$ cat src/rtl/reaction_pkg.sv
// Shared types and constants for the reaction-time trial sequencer.
//   state_t    : FSM state encoding (IDLE, WAIT, GO, DONE, FAULT)
//   RT_W       : width of millisecond counters and reported times
//   BEST_NONE  : BEST_MS value meaning "no valid result since reset"
package reaction_pkg;

   localparam int unsigned RT_W    = 14;
   localparam int unsigned RAND_W  = 11;
   localparam int unsigned DELAY_W = 12;

   localparam logic [RT_W-1:0] BEST_NONE = 14'h3FFF;

   typedef enum logic [2:0] {
      IDLE  = 3'd0,
      WAIT  = 3'd1,
      GO    = 3'd2,
      DONE  = 3'd3,
      FAULT = 3'd4
   } state_t;

endpackage

$ cat src/rtl/ms_tick_gen.sv
// Millisecond tick generator.
//   clk, rst : clock, asynchronous active-high reset
//   en       : count while high; counter is held at zero while low, so a
//              rising enable always starts on a fresh millisecond
//   clr      : restart the current millisecond (phase boundary)
//   tick_c   : high for one cycle when the counter is at TICK_DIV-1
module ms_tick_gen #(
   parameter int unsigned TICK_DIV = 50000
) (
   input  logic clk,
   input  logic rst,
   input  logic en,
   input  logic clr,
   output logic tick_c
);

   localparam int unsigned     CNT_W = (TICK_DIV > 1) ? $clog2(TICK_DIV) : 1;
   localparam logic [CNT_W-1:0] LAST = CNT_W'(TICK_DIV - 1);

   logic [CNT_W-1:0] tick_cnt;

   // Divider counter: wraps at LAST, held at zero when idle or cleared.
   always_ff @(posedge clk or posedge rst) begin
      if (rst) begin
         tick_cnt <= '0;
      end else if (clr || !en) begin
         tick_cnt <= '0;
      end else if (tick_cnt == LAST) begin
         tick_cnt <= '0;
      end else begin
         tick_cnt <= tick_cnt + CNT_W'(1);
      end
   end

   assign tick_c = en && (tick_cnt == LAST);

endmodule

$ cat src/rtl/reaction_ctrl.sv
// Reaction-time trial sequencer: random wait, GO indicator, reaction count,
// false-start / timeout detection and best-time tracking.
//   clk, rst     : clock, asynchronous active-high reset
//   start, stop  : one-cycle pulses from the debounced buttons
//   rand_word    : LFSR word, captured only when a trial starts
//   go_led       : high while the subject must react
//   busy         : high in WAIT and GO
//   rt_ms        : last valid reaction time in ms
//   best_ms      : minimum valid reaction time since reset (BEST_NONE if none)
//   valid        : high in DONE, rt_ms is fresh
//   false_start  : high in FAULT after STOP during WAIT
//   timeout      : high in FAULT after the count reached MAX_RT_MS
module reaction_ctrl
   import reaction_pkg::*;
#(
   parameter int unsigned TICK_DIV     = 50000,
   parameter int unsigned MIN_DELAY_MS = 1000,
   parameter int unsigned MAX_RT_MS    = 9999
) (
   input  logic              clk,
   input  logic              rst,
   input  logic              start,
   input  logic              stop,
   input  logic [RAND_W-1:0] rand_word,
   output logic              go_led,
   output logic              busy,
   output logic [RT_W-1:0]   rt_ms,
   output logic [RT_W-1:0]   best_ms,
   output logic              valid,
   output logic              false_start,
   output logic              timeout
);

   localparam logic [RT_W-1:0]    MAX_CNT = RT_W'(MAX_RT_MS);
   localparam logic [DELAY_W-1:0] MIN_DLY = DELAY_W'(MIN_DELAY_MS);

   state_t              state, state_nxt;
   logic [RT_W-1:0]     ms_cnt, ms_nxt, ms_inc_c;
   logic [DELAY_W-1:0]  delay_ms, delay_nxt;
   logic [RT_W-1:0]     rt_nxt, best_nxt;
   logic                valid_nxt, fs_nxt, to_nxt;
   logic                tick_c;
   logic                phase_clr_c;

   assign ms_inc_c    = ms_cnt + RT_W'(1);
   // Every state change restarts the millisecond divider.
   assign phase_clr_c = (state_nxt != state);

   ms_tick_gen #(
      .TICK_DIV (TICK_DIV)
   ) u_tick (
      .clk    (clk),
      .rst    (rst),
      .en     (busy),
      .clr    (phase_clr_c),
      .tick_c (tick_c)
   );

   // Next-state and next-output logic.
   always_comb begin
      state_nxt = state;
      ms_nxt    = ms_cnt;
      delay_nxt = delay_ms;
      rt_nxt    = rt_ms;
      best_nxt  = best_ms;
      valid_nxt = valid;
      fs_nxt    = false_start;
      to_nxt    = timeout;

      case (state)
         IDLE, DONE, FAULT: begin
            if (start) begin
               state_nxt = WAIT;
               ms_nxt    = '0;
               // 12-bit sum cannot overflow: max 1000 + 2047
               delay_nxt = MIN_DLY + DELAY_W'(rand_word);
               valid_nxt = 1'b0;
               fs_nxt    = 1'b0;
               to_nxt    = 1'b0;
            end
         end

         WAIT: begin
            // STOP takes priority over the terminal tick.
            if (stop) begin
               state_nxt = FAULT;
               fs_nxt    = 1'b1;
            end else if (tick_c) begin
               if (ms_inc_c == RT_W'(delay_ms)) begin
                  state_nxt = GO;
                  ms_nxt    = '0;
               end else begin
                  ms_nxt = ms_inc_c;
               end
            end
         end

         GO: begin
            // STOP reports the whole ms elapsed before this cycle's tick.
            if (stop) begin
               state_nxt = DONE;
               rt_nxt    = ms_cnt;
               valid_nxt = 1'b1;
               if (ms_cnt < best_ms) begin
                  best_nxt = ms_cnt;
               end
            end else if (tick_c) begin
               ms_nxt = ms_inc_c;
               if (ms_inc_c == MAX_CNT) begin
                  state_nxt = FAULT;
                  to_nxt    = 1'b1;
               end
            end
         end

         default: begin
            state_nxt = IDLE;
         end
      endcase
   end

   // State and registered outputs.
   always_ff @(posedge clk or posedge rst) begin
      if (rst) begin
         state       <= IDLE;
         ms_cnt      <= '0;
         delay_ms    <= '0;
         rt_ms       <= '0;
         best_ms     <= BEST_NONE;
         valid       <= 1'b0;
         false_start <= 1'b0;
         timeout     <= 1'b0;
         go_led      <= 1'b0;
         busy        <= 1'b0;
      end else begin
         state       <= state_nxt;
         ms_cnt      <= ms_nxt;
         delay_ms    <= delay_nxt;
         rt_ms       <= rt_nxt;
         best_ms     <= best_nxt;
         valid       <= valid_nxt;
         false_start <= fs_nxt;
         timeout     <= to_nxt;
         go_led      <= (state_nxt == GO);
         busy        <= (state_nxt == WAIT) || (state_nxt == GO);
      end
   end

endmodule

$ cat config.mk
export PLATFORM = sky130hd
export DESIGN_NAME = reaction_ctrl
export DESIGN_NICKNAME = d
export VERILOG_FILES = /design/src/rtl/reaction_pkg.sv /design/src/rtl/ms_tick_gen.sv /design/src/rtl/reaction_ctrl.sv
export SDC_FILE = /design/constraint.sdc
export NUM_CORES = 1
export LEC_CHECK = 0
export BUFFER_PORTS_ARGS = -buffer_cell sky130_fd_sc_hd__buf_2
export CAP_MARGIN = 10
export CORE_ASPECT_RATIO = 0.5
export CORE_MARGIN = 3
export CORE_UTILIZATION = 30
export DETAILED_ROUTE_END_ITERATION = 10
export PLACE_DENSITY_LB_ADDON = 0.1
export SLEW_MARGIN = 20
export SYNTH_ARGS = -nofsm -noshare
export SYNTH_HDL_FRONTEND = slang
export SYNTH_SLANG_ARGS = --single-unit
$ cat constraint.sdc
create_clock -name clk -period 5 [get_ports clk]
set_clock_uncertainty 0.1 [all_clocks]
set_input_delay 0.25 -clock clk [delete_from_list [all_inputs] [get_ports clk]]
set_output_delay 0.25 -clock clk [all_outputs]
set_load 0.01 [all_outputs]
==> flow_summary.html <==
<table>
<tr><th>Metric</th><th>Value</th></tr>
<tr><th colspan="2">Setup path</th></tr>
<tr><td>Maximum fanout along the worst path</td><td>16</td></tr>
<tr><td>Worst setup slack for register-to-register paths</td><td>1410 ps</td></tr>
<tr><td>Highest-delay cell along the critical path</td><td>dfrtp_1</td></tr>
<tr><td>Arrival @ worst endpoint</td><td>approximately 3700 ps</td></tr>
<tr><td>CP cell instances</td><td>ha_1 -&gt; nor2b_1 -&gt; o311ai_0 -&gt; or3_1 -&gt; nor3_2 -&gt; a211oi_2 -&gt; o21ai_2 -&gt; nor2_1</td></tr>
<tr><td>Kind of end point of the critical path</td><td>register</td></tr>
<tr><td>Kind of start point of the critical path</td><td>register</td></tr>
<tr><td>Required time reported for the critical path endpoint</td><td>approximately 5000 ps</td></tr>
<tr><td>Category of the most critical setup path</td><td>register to register</td></tr>
<tr><td>Delay of the slowest cell on the worst path</td><td>610 ps</td></tr>
<tr><th colspan="2">Clocking</th></tr>
<tr><td>Level count of the clock H-tree</td><td>3</td></tr>
<tr><td>Cts bufs inserted</td><td>9</td></tr>
<tr><td>Clock-pin slew on the worst setup and hold paths</td><td>60 ps</td></tr>
<tr><td>Maximum number of buffers from clock root to sink</td><td>2</td></tr>
<tr><td>Root Buffer</td><td>clkbuf_16</td></tr>
<tr><td>TritonCTS clock tree</td><td>yes</td></tr>
<tr><td>Worst-Skew Late Latency</td><td>340 ps</td></tr>
<tr><td>Clock tree sinks</td><td>around 80</td></tr>
<tr><th colspan="2">STA</th></tr>
<tr><td>Period utilisation layout</td><td>0.717</td></tr>
<tr><td>Achievable clock frequency</td><td>roughly 280 MHz</td></tr>
<tr><td>Headroom to the max-slew limit</td><td>0.359</td></tr>
<tr><td>Final critical path time including I/O delays and setup</td><td>approximately 3600 ps</td></tr>
<tr><td>Final worst setup slack</td><td>between 1000 and 1500 ps</td></tr>
<tr><td>Number of failing hold endpoints at the final stage</td><td>0</td></tr>
<tr><td>Slew Limit Fails</td><td>0</td></tr>
<tr><td>Worst Tran Pin Value</td><td>~950 ps</td></tr>
<tr><td>Fin Setup TNS</td><td>0 ps</td></tr>
<tr><td>Final-report setup violation count</td><td>0</td></tr>
<tr><td>Setup repair after global routing missed its margin</td><td>false</td></tr>
<tr><th colspan="2">Floorplan</th></tr>
<tr><td>Std cell rows</td><td>31</td></tr>
<tr><td>Die Outline Area</td><td>17,300 sq um</td></tr>
<tr><td>Die Y</td><td>94.5 microns</td></tr>
<tr><td>Initial Util</td><td>0.316</td></tr>
<tr><td>Number of ports placed on the die boundary</td><td>48</td></tr>
<tr><td>Core Region</td><td>approximately 15,000 sq um</td></tr>
<tr><td>Die width</td><td>~180 microns</td></tr>
<tr><th colspan="2">Route</th></tr>
<tr><td>Detailed-routing iteration count for the pre-antenna-repair pass</td><td>5</td></tr>
<tr><td>Wire per inst</td><td>~16 microns</td></tr>
<tr><td>Remaining number of nets flagged by the antenna check after routing</td><td>0</td></tr>
<tr><td>Number of vias after detailed routing</td><td>roughly 3,500</td></tr>
<tr><td>Per-cell via count in the routed design</td><td>4.96</td></tr>
<tr><td>Final routed wirelength across all metal layers</td><td>between 10,000 and 15,000 microns</td></tr>
<tr><td>Drt first-iter violations</td><td>~200</td></tr>
<tr><td>DRC violations left</td><td>0</td></tr>
<tr><th colspan="2">Synth</th></tr>
<tr><td>Commonest register cell after synthesis</td><td>dfrtp_1</td></tr>
<tr><td>Number of instances in the synthesized netlist</td><td>between 400 and 500</td></tr>
<tr><td>Total nets after synthesis</td><td>504</td></tr>
<tr><td>Count of state elements after synthesis</td><td>just under 80</td></tr>
<tr><td>Number of distinct library cells after synthesis</td><td>74</td></tr>
<tr><td>Number of enable-type register cells in the synthesized netlist</td><td>0</td></tr>
<tr><td>Yosys warning total</td><td>0</td></tr>
<tr><td>Share of flip-flops with an asynchronous set or reset</td><td>1.00</td></tr>
<tr><td>Cell area after synthesis</td><td>between 4000 and 5000 sq um</td></tr>
<tr><td>Mean area per synthesized cell</td><td>9.96 sq um</td></tr>
<tr><td>Sequential cell area fraction in the yosys report</td><td>0.419</td></tr>
<tr><th colspan="2">Place</th></tr>
<tr><td>Post-place setup slack</td><td>1340 ps</td></tr>
<tr><td>Number of buffers added on ports</td><td>47</td></tr>
<tr><td>Final RePlAce weighted congestion</td><td>between 0.7 and 0.8</td></tr>
<tr><td>Hpwl dp</td><td>between 8000 and 9000 microns</td></tr>
<tr><th colspan="2">Layout</th></tr>
<tr><td>Layout Nets</td><td>541</td></tr>
<tr><td>Filler instances</td><td>approximately 1,500</td></tr>
<tr><td>Area of the multi-input gates</td><td>2510 sq um</td></tr>
<tr><td>Number of inserted diodes</td><td>0</td></tr>
<tr><td>Area overhead of the layout relative to synthesis</td><td>14.5%</td></tr>
<tr><td>Storage element area</td><td>1970 sq um</td></tr>
<tr><td>Fraction of final layout cells with drive strength greater than 1</td><td>0.247</td></tr>
<tr><th colspan="2">Hold path</th></tr>
<tr><td>Hold WC Path Type</td><td>input port to register</td></tr>
<tr><th colspan="2">Pwr</th></tr>
<tr><td>Peak ir drop on the vdd network</td><td>around 0.14 mV</td></tr>
<tr><td>Leakage component of the power</td><td>approximately 0.0024 uW</td></tr>
<tr><td>Total power divided by cell area</td><td>roughly 350 nW/um^2</td></tr>
<tr><td>Total design power</td><td>roughly 1900 uW</td></tr>
<tr><th colspan="2">GRT</th></tr>
<tr><td>Global-route congestion overflow total</td><td>0</td></tr>
<tr><td>Pin count of the biggest net entering global routing</td><td>41</td></tr>
<tr><td>Vias in the first global route</td><td>3,327</td></tr>
<tr><td>GRT Overall Usage</td><td>0.142</td></tr>
<tr><td>Initial antenna violation count</td><td>2</td></tr>
<tr><td>Wire length of the first global-routing pass</td><td>19,100 microns</td></tr>
<tr><th colspan="2">Job</th></tr>
<tr><td>Number of max-capacitance violations reported</td><td>0</td></tr>
<tr><th colspan="2">Run status</th></tr>
<tr><td>Status</td><td>finished clean</td></tr>
</table>
metrics by stage:
step                      utilization  area, sq um  cells  hold WS, ps
after floorplan                     -         4700    472          262
after global placement          0.340         5070    695          285
after detailed placement        0.340         5070    695          290
after CTS                       0.361         5380    712         21.7
after global routing            0.361         5380    712         28.6
final                           0.361         5380    712         32.4
cells in the mapped netlist (10+ instances only):
| library cell | count | area [sq um] |
|---|---|---|
| nor3_1 | 21 | 105 |
| a22o_1 | 10 | 87.6 |
| inv_1 | 20 | 75.1 |
| nand2_1 | 37 | 139 |
| xor2_1 | 11 | 96.3 |
| clkbuf_1 | 11 | 41.3 |
| ha_1 | 17 | 213 |
| o21ai_0 | 30 | 150 |
| mux2_2 | 25 | 282 |
| nor2_1 | 31 | 116 |
| nand3_1 | 10 | 50.1 |
| dfstp_2 | 14 | 368 |
| xnor2_1 | 20 | 175 |
| dfrtp_1 | 64 | 1600 |
sequential cells by signal, indices dropped and copies added (netlist names):
signal and cells:
state 3, busy 1, timeout 1, false_start 1, go_led 1, valid 1
delay_ms 12, rt_ms 14, u_tick.tick_cnt 16, best_ms 14, ms_cnt 14
power by group:
group	internal, uW	switching [uW]	total (uW)	leakage (uW)
Sequential	695	97.4	792	0.00101
Clock	401	265	666	0.000142
Combinational	180	224	404	0.00123
logic make-up after synthesis:
kind of cell | Yosys count | share of synthesized area
adders and majority gates | 17 | 0.0452
muxes | 34 | 0.0804
xor gates and xnor gates | 33 | 0.0673
buffers and inverters | 46 | 0.0468
AOI/OAI and AO/OA | 94 | 0.133
and+or+nand+nor | 170 | 0.208
DFF | 78 | 0.419
worst max-delay path: cells and delay by family, from the launching register on:
| kind | cells | cell delay [ps] |
|---|---|---|
| and+or+nand+nor | 4 | 1240 |
| AOI/OAI and AO/OA | 3 | 960 |
| adders and majority gates | 1 | 530 |
| DFF | 1 | 610 |
final timing paths:
check	to	depth (start not counted)	startpoint
setup / recovery	u_tick.tick_cnt[2]$_DFF_PP0_	8	ms_cnt[1]$_DFFE_PP0P_
hold / removal	delay_ms[3]$_DFFE_PP0P_	2	rand_word[3]
setup reg to reg	u_tick.tick_cnt[2]$_DFF_PP0_	8	ms_cnt[1]$_DFFE_PP0P_
hold reg to reg	valid$_DFFE_PP0P_	2	valid$_DFFE_PP0P_
max in group asynchronous	best_ms[13]$_DFFE_PP1P_	4	rst
min in group asynchronous	delay_ms[4]$_DFFE_PP0P_	3	rst
placed cells by master (no fill, tap or decap), drive strengths merged, types with 4 or more instances in the layout:
master / Yosys / routed
a21o: 9 / 9
nor2b: 9 / 9
a22o: 10 / 10
mux2i: 4 / 4
and3: 9 / 9
a21oi: 8 / 8
mux2: 30 / 30
nor2: 34 / 34
nor3b: 4 / 4
buf: 15 / 51
dfstp: 14 / 14
or3: 6 / 6
nor4b: 4 / 4
dfrtp: 64 / 64
xor2: 11 / 11
o21ai: 37 / 37
inv: 20 / 19
nand4: 6 / 6
nand3: 11 / 11
nor3: 24 / 24
clkbuf: 11 / 11
nand2b: 5 / 5
xnor2: 20 / 20
nand2: 39 / 39
nor4: 5 / 5
ha: 17 / 17
area by class of cell:
| class | instances | share of cell area |
|---|---|---|
| Clock buffer | 11 | 0.0451 |
| Inverter | 20 | 0.0142 |
| Tap cell | 198 | 0.0460 |
| Clock inverter | 5 | 0.0109 |
| Timing Repair Buffer | 52 | 0.0511 |
| Sequential cell | 78 | 0.366 |
| Multi-Input combinational cell | 348 | 0.467 |
what timing repair did:
item / 4_1_cts / 5_1_grt
gates resized for setup: 0 / 0
setup buffers: 0 / 0
hold buffers: 1 / 0
endpoints found under the hold margin: 29 / 0
layer usage:
metal,global-route usage,routed length (microns),part of all wire,vias up
met5,0,34,0.0029,-
met4,0.0361,97,0.0083,4
met3,0.0396,532,0.046,11
met2,0.194,4610,0.39,69
met1,0.215,6410,0.55,1681
li1,-,-,-,1767
(Power assumes the default switching activity.)
